--- src/rtl/grid_pkg.sv ---
// Shared definitions for the tile grid blocks: row-bias FSM states,
// LFSR constants and a constant-foldable ceil(log2) helper.
package grid_pkg;

  localparam int GRID_LEN = 9;

  localparam logic [15:0] LFSR_TAPS    = 16'hB400;
  localparam logic [15:0] SEED_DEFAULT = 16'hACE1;

  typedef enum logic [1:0] {
    IDLE    = 2'd0,
    SHUFFLE = 2'd1,
    DONE    = 2'd2
  } rowbias_fsm_state;

  // Smallest r with (1 << r) >= n; clog2(1) = 0.
  function automatic int clog2(input int n);
    int r;
    r = 0;
    while ((1 << r) < n) begin
      r = r + 1;
    end
    return r;
  endfunction

endpackage

--- src/rtl/lfsr16.sv ---
// 16-bit Galois LFSR that free-runs every cycle; a load replaces the advance,
// and a zero load value is swapped for the reset value so the register never locks up.
module lfsr16
  import grid_pkg::*;
#(
  parameter logic [15:0] RESET_VAL = SEED_DEFAULT
) (
  input  logic        clock,
  input  logic        reset,
  input  logic        load,
  input  logic [15:0] loadval,
  output logic [15:0] state
);

  logic [15:0] state_reg;
  logic [15:0] state_next;

  always_comb begin
    state_next = state_reg[0] ? ((state_reg >> 1) ^ LFSR_TAPS) : (state_reg >> 1);
    if (load) begin
      state_next = (loadval == 16'd0) ? RESET_VAL : loadval;
    end
  end

  always_ff @(posedge clock) begin
    if (reset) begin
      state_reg <= RESET_VAL;
    end else begin
      state_reg <= state_next;
    end
  end

  assign state = state_reg;

endmodule

--- src/rtl/row_bias_server.sv ---
// Holds one row's bias permutation, answers 1-hot entry requests with one cycle
// of latency, and reshuffles the permutation with an LFSR-driven Fisher-Yates pass.
module row_bias_server
  import grid_pkg::*;
#(
  parameter int          LEN          = GRID_LEN,
  parameter logic [15:0] SEED_DEFAULT = grid_pkg::SEED_DEFAULT
) (
  input  logic           clock,
  input  logic           reset,
  input  logic [LEN:0]   rqindex,
  input  logic           updaterowbias,
  input  logic [15:0]    seed,
  input  logic           seedload,
  output logic [LEN-1:0] rowbias,
  output logic           ready
);

  localparam int PTR_W = (LEN > 1) ? clog2(LEN) : 1;

  rowbias_fsm_state state_reg, state_next;
  logic [PTR_W-1:0] i_ptr_reg, i_ptr_next;
  logic [LEN-1:0]   rowbias_reg, rowbias_next;

  logic [LEN-1:0]   entry [LEN];
  logic [15:0]      mask_tbl [LEN];
  logic [15:0]      lfsr_state;
  logic             lfsr_load;

  logic [15:0]      mask_sel;
  logic [15:0]      cand;
  logic [15:0]      ptr16;
  logic             accept;
  logic             do_swap;
  logic [LEN-1:0]   ip_val;
  logic [LEN-1:0]   j_val;

  assign lfsr_load = seedload && (state_reg == IDLE);

  lfsr16 #(
    .RESET_VAL(SEED_DEFAULT)
  ) u_lfsr (
    .clock  (clock),
    .reset  (reset),
    .load   (lfsr_load),
    .loadval(seed),
    .state  (lfsr_state)
  );

  // Candidate mask for each i_ptr: just wide enough to cover 0..i_ptr.
  for (genvar gi = 0; gi < LEN; gi++) begin : g_mask
    assign mask_tbl[gi] = 16'((1 << clog2(gi + 1)) - 1);
  end

  always_comb begin
    mask_sel = '0;
    ip_val   = '0;
    for (int k = 0; k < LEN; k++) begin
      if (PTR_W'(k) == i_ptr_reg) begin
        mask_sel = mask_tbl[k];
        ip_val   = entry[k];
      end
    end
  end

  assign cand   = lfsr_state & mask_sel;
  assign ptr16  = 16'(i_ptr_reg);
  assign accept = (cand <= ptr16);

  always_comb begin
    j_val = '0;
    for (int k = 0; k < LEN; k++) begin
      if (16'(k) == cand) begin
        j_val = entry[k];
      end
    end
  end

  always_comb begin
    state_next = state_reg;
    i_ptr_next = i_ptr_reg;
    do_swap    = 1'b0;
    case (state_reg)
      IDLE: begin
        if (updaterowbias) begin
          state_next = SHUFFLE;
          i_ptr_next = PTR_W'(LEN - 1);
        end
      end
      SHUFFLE: begin
        if (LEN == 1) begin
          state_next = DONE;
        end else if (accept) begin
          do_swap = 1'b1;
          if (i_ptr_reg == PTR_W'(1)) begin
            state_next = DONE;
          end else begin
            i_ptr_next = i_ptr_reg - 1'b1;
          end
        end
      end
      DONE: begin
        state_next = IDLE;
      end
      default: begin
        state_next = IDLE;
      end
    endcase
  end

  always_ff @(posedge clock) begin
    if (reset) begin
      state_reg <= IDLE;
      i_ptr_reg <= PTR_W'(LEN - 1);
    end else begin
      state_reg <= state_next;
      i_ptr_reg <= i_ptr_next;
    end
  end

  // Each cell swaps with the partner chosen this step; a j == i_ptr swap leaves it unchanged.
  for (genvar gi = 0; gi < LEN; gi++) begin : g_entry
    logic [LEN-1:0] cell_reg;
    logic [LEN-1:0] cell_next;

    always_comb begin
      cell_next = cell_reg;
      if (do_swap) begin
        if (PTR_W'(gi) == i_ptr_reg) begin
          cell_next = j_val;
        end else if (16'(gi) == cand) begin
          cell_next = ip_val;
        end
      end
    end

    always_ff @(posedge clock) begin
      if (reset) begin
        cell_reg <= LEN'(1) << gi;
      end else begin
        cell_reg <= cell_next;
      end
    end

    assign entry[gi] = cell_reg;
  end

  // Only a clean single-entry request in IDLE returns data; the home bit and
  // anything malformed read back as zero.
  always_comb begin
    rowbias_next = '0;
    if ((state_reg == IDLE) && $onehot(rqindex) && !rqindex[LEN]) begin
      for (int k = 0; k < LEN; k++) begin
        if (rqindex[k]) begin
          rowbias_next = rowbias_next | entry[k];
        end
      end
    end
  end

  always_ff @(posedge clock) begin
    if (reset) begin
      rowbias_reg <= '0;
    end else begin
      rowbias_reg <= rowbias_next;
    end
  end

  assign rowbias = rowbias_reg;
  assign ready   = (state_reg == IDLE);

endmodule

--- config.mk ---
export PLATFORM = sky130hd
export DESIGN_NAME = row_bias_server
export DESIGN_NICKNAME = d
export VERILOG_FILES = /design/src/rtl/grid_pkg.sv /design/src/rtl/lfsr16.sv /design/src/rtl/row_bias_server.sv
export SDC_FILE = /design/constraint.sdc
export NUM_CORES = 1
export LEC_CHECK = 0
export CORE_ASPECT_RATIO = 1.2
export CORE_MARGIN = 3
export CORE_UTILIZATION = 30
export DETAILED_ROUTE_END_ITERATION = 16
export PLACE_DENSITY_LB_ADDON = 0.1
export SYNTH_ARGS = -nofsm -noshare
export SYNTH_HDL_FRONTEND = slang
export SYNTH_SLANG_ARGS = --single-unit
--- constraint.sdc ---
create_clock -name clock -period 4 [get_ports clock]
set_input_delay 0.8 -clock clock [delete_from_list [all_inputs] [get_ports clock]]
set_output_delay 0.8 -clock clock [all_outputs]
set_load 0.05 [all_outputs]
=== Word level (Yosys, flattened, before mapping) ===
Index checks and enable logic that the tools add are counted.

* Bits in writable memories: 0
* Logic and storage cells: 162
* ROM bits: 0
* Flip-flop bits (word level): 112
* Output and inout port bits: 10
* Memories: 0
* Latch bits: 0
* Bits of input ports: 30

* Shift-type cells: 0
* Div/mod/pow operators: 0
* Multiplexer cells: 74
* Magnitude comparators: 1
* Equality and inequality tests: 23
* Bitwise logic cells: 11
* Multiply operators: 0
* $add $sub $neg: 10
* Reductions and logical operators: 30

{| class="wikitable"
|+ Operators by type and width
! kind !! count
|-
| two-way mux 9 bit || 53
|-
| two-way mux 16 bit || 10
|-
| bitwise OR 9 bit || 8
|-
| equality test 3 x 16 -> 1 bit, first input constant || 4
|-
| equality test 2 x 16 -> 1 bit, first input constant || 2
|-
| logical NOT 16 bit || 2
|-
| nonzero test 2 bit || 10
|-
| AND reduction 2 bit || 9
|-
| bitwise AND 16 bit || 1
|-
| equality test 1 x 16 -> 1 bit, first input constant || 1
|-
| equality test 3 x 4 -> 1 bit, first input constant || 4
|-
| equality test 4 x 16 -> 1 bit, first input constant || 1
|-
| <= comparator 16 x 4 -> 1 bit || 1
|-
| two-way mux 4 bit || 3
|-
| adder 1 x 1 -> 2 bit || 5
|-
| equality test 2 x 4 -> 1 bit, first input constant || 2
|-
| equality test 4 x 1 -> 1 bit, second input constant || 2
|-
| != test 2 bit, second input constant || 4
|-
| one-hot mux 4 bit (2 select lines) || 1
|-
| adder 2 x 2 -> 3 bit || 2
|-
| two-way mux 2 bit || 3
|-
| adder 3 x 3 -> 4 bit || 1
|-
| adder 4 x 2 -> 4 bit || 1
|-
| equality test 1 x 4 -> 1 bit, first input constant || 1
|-
| 14 further kinds || 18
|}

=== Longest topological paths before layout ===
* Depth after elaboration: 31
* Mapped depth: 18
* Depth with buffers taken out: 13

=== Modules after synthesis ===
A second synthesis with hierarchy kept.

* Cells, all modules: 950
* Area, all modules: 7345.8 µm²

{| class="wikitable"
|+ Modules (own cells, without submodules)
! module !! cells an instance !! times used !! area each (µm²) !! sequential area each (µm²)
|-
| row_bias_server || 897 || 1 || 6735.2 || 1921.8
|-
| lfsr16 || 53 || 1 || 610.6 || 320.3
|}

=== Worst setup path after synthesis ===
No wires, ideal clock.

* Path type: input -> register
* Start point: in rqindex[0]
* End point: reg rowbias_reg[0] (netlist: rowbias[0])
* Required time: 3.922 ns
* Arrival: 3.783 ns
* Stages on the path: 12
* Slack: 0.139 ns
* Buffers on the path: 0
* Setup time: 0.078 ns
* Cells stage by stage: fa_1 -> fa_1 -> inv_1 -> fa_1 -> inv_1 -> ha_1 -> inv_1 -> fa_1 -> a2111oi_0 -> a21oi_1 -> nand4b_1 -> a31oi_1

* Word-level cells in the longest chain between the ends: 25
* Elaborated cells between the ends (all ways): 34
* Classes of those cells: 4 x add/sub; 1 x eq/ne; 17 x mux; 9 x bitwise; 3 x reduce/logical

{| class="wikitable"
|+ Ends and longest elaborated chain
! item !! line !! text
|-
| from (decl) || row_bias_server.sv:11 || <nowiki>input logic [LEN:0] rqindex,</nowiki>
|-
| two-way mux 9 bit || row_bias_server.sv:154 || <nowiki>if (rqindex[k]) begin</nowiki>
|-
| two-way mux 9 bit || row_bias_server.sv:152 || <nowiki>if ((state_reg == IDLE) && $onehot(rqindex) && !rqindex[LEN]) begin</nowiki>
|-
| bitwise OR 9 bit || row_bias_server.sv:155 || <nowiki>rowbias_next = rowbias_next | entry[k];</nowiki>
|-
| two-way mux 9 bit || row_bias_server.sv:154 ||
|-
| two-way mux 9 bit || row_bias_server.sv:152 ||
|-
| bitwise OR 9 bit || row_bias_server.sv:155 ||
|-
| two-way mux 9 bit || row_bias_server.sv:154 ||
|-
| two-way mux 9 bit || row_bias_server.sv:152 ||
|-
| [... 9 more ...] || - ||
|-
| bitwise OR 9 bit || row_bias_server.sv:155 ||
|-
| two-way mux 9 bit || row_bias_server.sv:154 ||
|-
| two-way mux 9 bit || row_bias_server.sv:152 ||
|-
| bitwise OR 9 bit || row_bias_server.sv:155 ||
|-
| two-way mux 9 bit || row_bias_server.sv:154 ||
|-
| two-way mux 9 bit || row_bias_server.sv:152 ||
|-
| bitwise OR 9 bit || row_bias_server.sv:155 ||
|-
| two-way mux 9 bit || row_bias_server.sv:154 ||
|-
| to (signal assigned) || row_bias_server.sv:165 || <nowiki>rowbias_reg <= rowbias_next;</nowiki>
|-
| to (decl) || row_bias_server.sv:23 || <nowiki>logic [LEN-1:0] rowbias_reg, rowbias_next;</nowiki>
|}

Several ways; a longest one is shown, not always the timed one. The select of a mux whose other input is x is not followed.
A chain may end at the register's enable or synchronous reset.

=== Worst setup path in the final report ===
* Start point: in rqindex[0]
* End point: reg rowbias_reg[7] (netlist: rowbias[7])

Same word-level chain as after synthesis.

==> reports/results.txt <==
H-tree depth = 3
final core utilization = 0.358
initial antenna violation count = 0
Post-synth ARST share = 0
FILL cells = 2,589
Post-Route WL = 36.2 mm
Die Span X = 149 um
DRC = 0
CP peak stage delay = 510 ps
CTS max path bufs = 2
Sw Share = 0.443
WL/cell = 28.1 um
final net count = 1,010
iteration count of the initial detailed-routing pass = 7
# diodes = 0
unrepaired setup endpoints after global routing = no
Post-CTS Setup Inserts = 0
num ports = 40
worst vdd ir = 164 uV
largest net degree at the start of global routing = 44
# rows = 62
number of library cell types mapped by synthesis = 92
EDFF count, synth = 0
Largest register FFs = 81
worst relative slew slack = 0.315
vias in the first global route = 7,991
Max Cap Viol = 0
Hold WC Path Type = reg2reg
Achievable Freq = 268 MHz
TritonCTS Buffers = 9
hpwl dp = 26.5 mm
first-pass GRT wire length = 53.4 mm
GRT Residual Overflow = 0
worst path required time = 4300 ps
Worst setup EP type = flip-flop
register-to-register setup slack = 300 ps
synth warn = 0
Least-Margin Pin Slew = 1030 ps
1st-iter DRT viols = 1,194
clock skew = 12.9 ps
sequential power share = 0.334
Initial Util = 0.307
P_leak = 3.04 nW
Cell Pwr Density = 458 nW/um^2
max-slew violation count = 0
die height = 178 um
core box area = 24,100 sq um
syn nets = 977
die area = 26,600 sq um
WHS = 446 ps
clock sinks = 112
cells along the critical path = dlygate4sd2_1 -> fa_1 -> fa_1 -> inv_1 -> fa_1 -> inv_2 -> ha_4 -> inv_1 -> fa_2 -> a2111oi_4 -> a21oi_1 -> nand4b_1 -> buf_6 -> a31oi_1
fin crit period = 3730 ps
Avg Cell Area, Syn = 7.95 sq um
#FFs+latches synth = 112
Crit Path Max Fanout = 5
critical path class = in2reg
vias per cell = 6.46
fraction of layout cells with a size suffix above 1 = 0.134
clock power share = 0.232
Post-synth top flop = dfxtp_1
detailed-route via count = 8,330
CTS tree = yes
Startpoint Class = input pin
Antenna Nets Post-Route = 0
Seq/Total Area, Yosys = 0.303
slowest stage cell, crit path = fa_1
area grow syn2layout = 16.7%
Most Frequent Cell on Critical Path = fa_1
Final Hold Viols = 0
routability cong. = 0.959
port bufs = 39
outcome = completed
Final setup viols = 0
arrival time at the worst endpoint = 4030 ps
Clk Latency, worst-skew pair = 370 ps
Reg clk slew, reported paths = 80 ps
hold_buf cts = 0
combinational power share = 0.434
fin crit share = 0.933
cell count after synthesis = 931
CTS Root Cell = clkbuf_16
synthesized area = 7400 sq um
Switch Pwr = 1.75 mW
Cell Int Power = 2.20 mW
GR Util All Layers = 0.269
==> power groups by stage <==
stage / Combinational, mW / Clock [mW] / Sequential, mW
finish: 1.72 / 0.918 / 1.32
global route: 1.82 / 0.975 / 1.33
CTS: 1.67 / 0.937 / 1.32
detailed placement: 1.63 / 0 / 1.34
global placement: 1.65 / 0 / 1.34
floorplan: 1.06 / 0 / 1.29
==> through the flow <==
step | instances | TNS (ps) | instance area (sq um) | setup WS (ps) | power, mW
5_1_grt | 1289 | 0 | 8640 | 54.4 | 4.12
2_1_floorplan | 931 | 0 | 7400 | 139 | 2.35
4_1_cts | 1289 | 0 | 8620 | 114 | 3.92
3_5_place_dp | 1273 | -4310 | 8300 | -524 | 2.97
3_3_place_gp | 1273 | -4410 | 8300 | -497 | 2.99
6_report | 1289 | 0 | 8640 | 269 | 3.96
==> Yosys cell counts (13+ instances only) <==
cell type	instances	area [sq um]
a221oi_1	18	158
clkbuf_1	53	199
a22o_1	18	158
nand4_1	17	106
a222oi_1	14	140
inv_1	25	93.8
nand2_1	94	353
nor3_1	16	80.1
a22oi_1	17	128
a21oi_1	64	320
dfxtp_1	112	2240
a31oi_1	23	144
a211oi_1	19	143
nor2_1	71	267
o21ai_0	52	260
o22ai_1	15	93.8
nand3_1	46	230
buf_2	13	65.1
==> logic make-up after synthesis <==
family,synth area share
AOI/OAI and AO/OA,0.357
and+or+nand+nor,0.221
DFF,0.303
buffers and inverters,0.0645
adders and majority gates,0.0331
muxes,0.0177
xor gates and xnor gates,0.00355
==> cells in the final DEF, fill, tap and decap left out, types with 7 or more instances in the layout <==
master / instances
a211oi_1: 19
a21oi_1: 64
a221oi_1: 18
a222oi_1: 14
a22o_1: 18
a22oi_1: 17
a31oi_1: 19
a32oi_1: 12
buf_4: 60
clkbuf_16: 9
clkdlybuf4s50_1: 32
dfxtp_1: 112
ha_1: 9
inv_1: 24
mux2_2: 9
nand2_1: 94
nand3_1: 46
nand3b_1: 7
nand4_1: 17
nor2_1: 71
nor3_1: 16
nor4_1: 12
o211ai_1: 9
o21a_1: 8
o21ai_0: 52
o21ai_1: 8
o221ai_1: 10
o22ai_1: 15
==> metal layers <==
metal	wire length (um)	up-vias	track usage
met5	0	-	0
met2	16700	492	0.439
met3	2900	118	0.0417
met4	2050	0	0.130
li1	-	3698	-
met1	14500	4022	0.346
==> area by class of cell <==
cell class	count	area, sq um	area share
Tap cell	320	400	0.0463
Timing Repair Buffer	102	871	0.101
Clock inverter	6	51.3	0.00594
Sequential cell	112	2240	0.259
Clock buffer	10	229	0.0265
Inverter	27	101	0.0117
Multi-Input combinational cell	712	4750	0.549
==> final timing paths <==
| path | from | end | cells past startpoint |
|---|---|---|---|
| min | u_lfsr.state[5] | u_lfsr.state[4] | 2 |
| max | rqindex[0] | rowbias[7] | 14 |
| min reg2reg | u_lfsr.state[5] | u_lfsr.state[4] | 2 |
| max reg2reg | i_ptr_reg[0] | g_entry[1].cell_reg[8] | 15 |
==> critical path, delay by kind of cell <==
| kind | cells | cell delay (ps) |
|---|---|---|
| fa+ha+maj | 5 | 1960 |
| buf+inv | 5 | 630 |
| compound gates | 3 | 400 |
| simple gates | 1 | 240 |
==> what timing repair did <==
| action | 4_1_cts | 5_1_grt |
|---|---|---|
| endpoints found under the setup margin | 9 | 41 |
| gates resized for setup | 15 | 6 |
| pin swaps | 3 | 3 |
| hold endpoints to repair | 0 | 0 |
(Power assumes the default switching activity.)
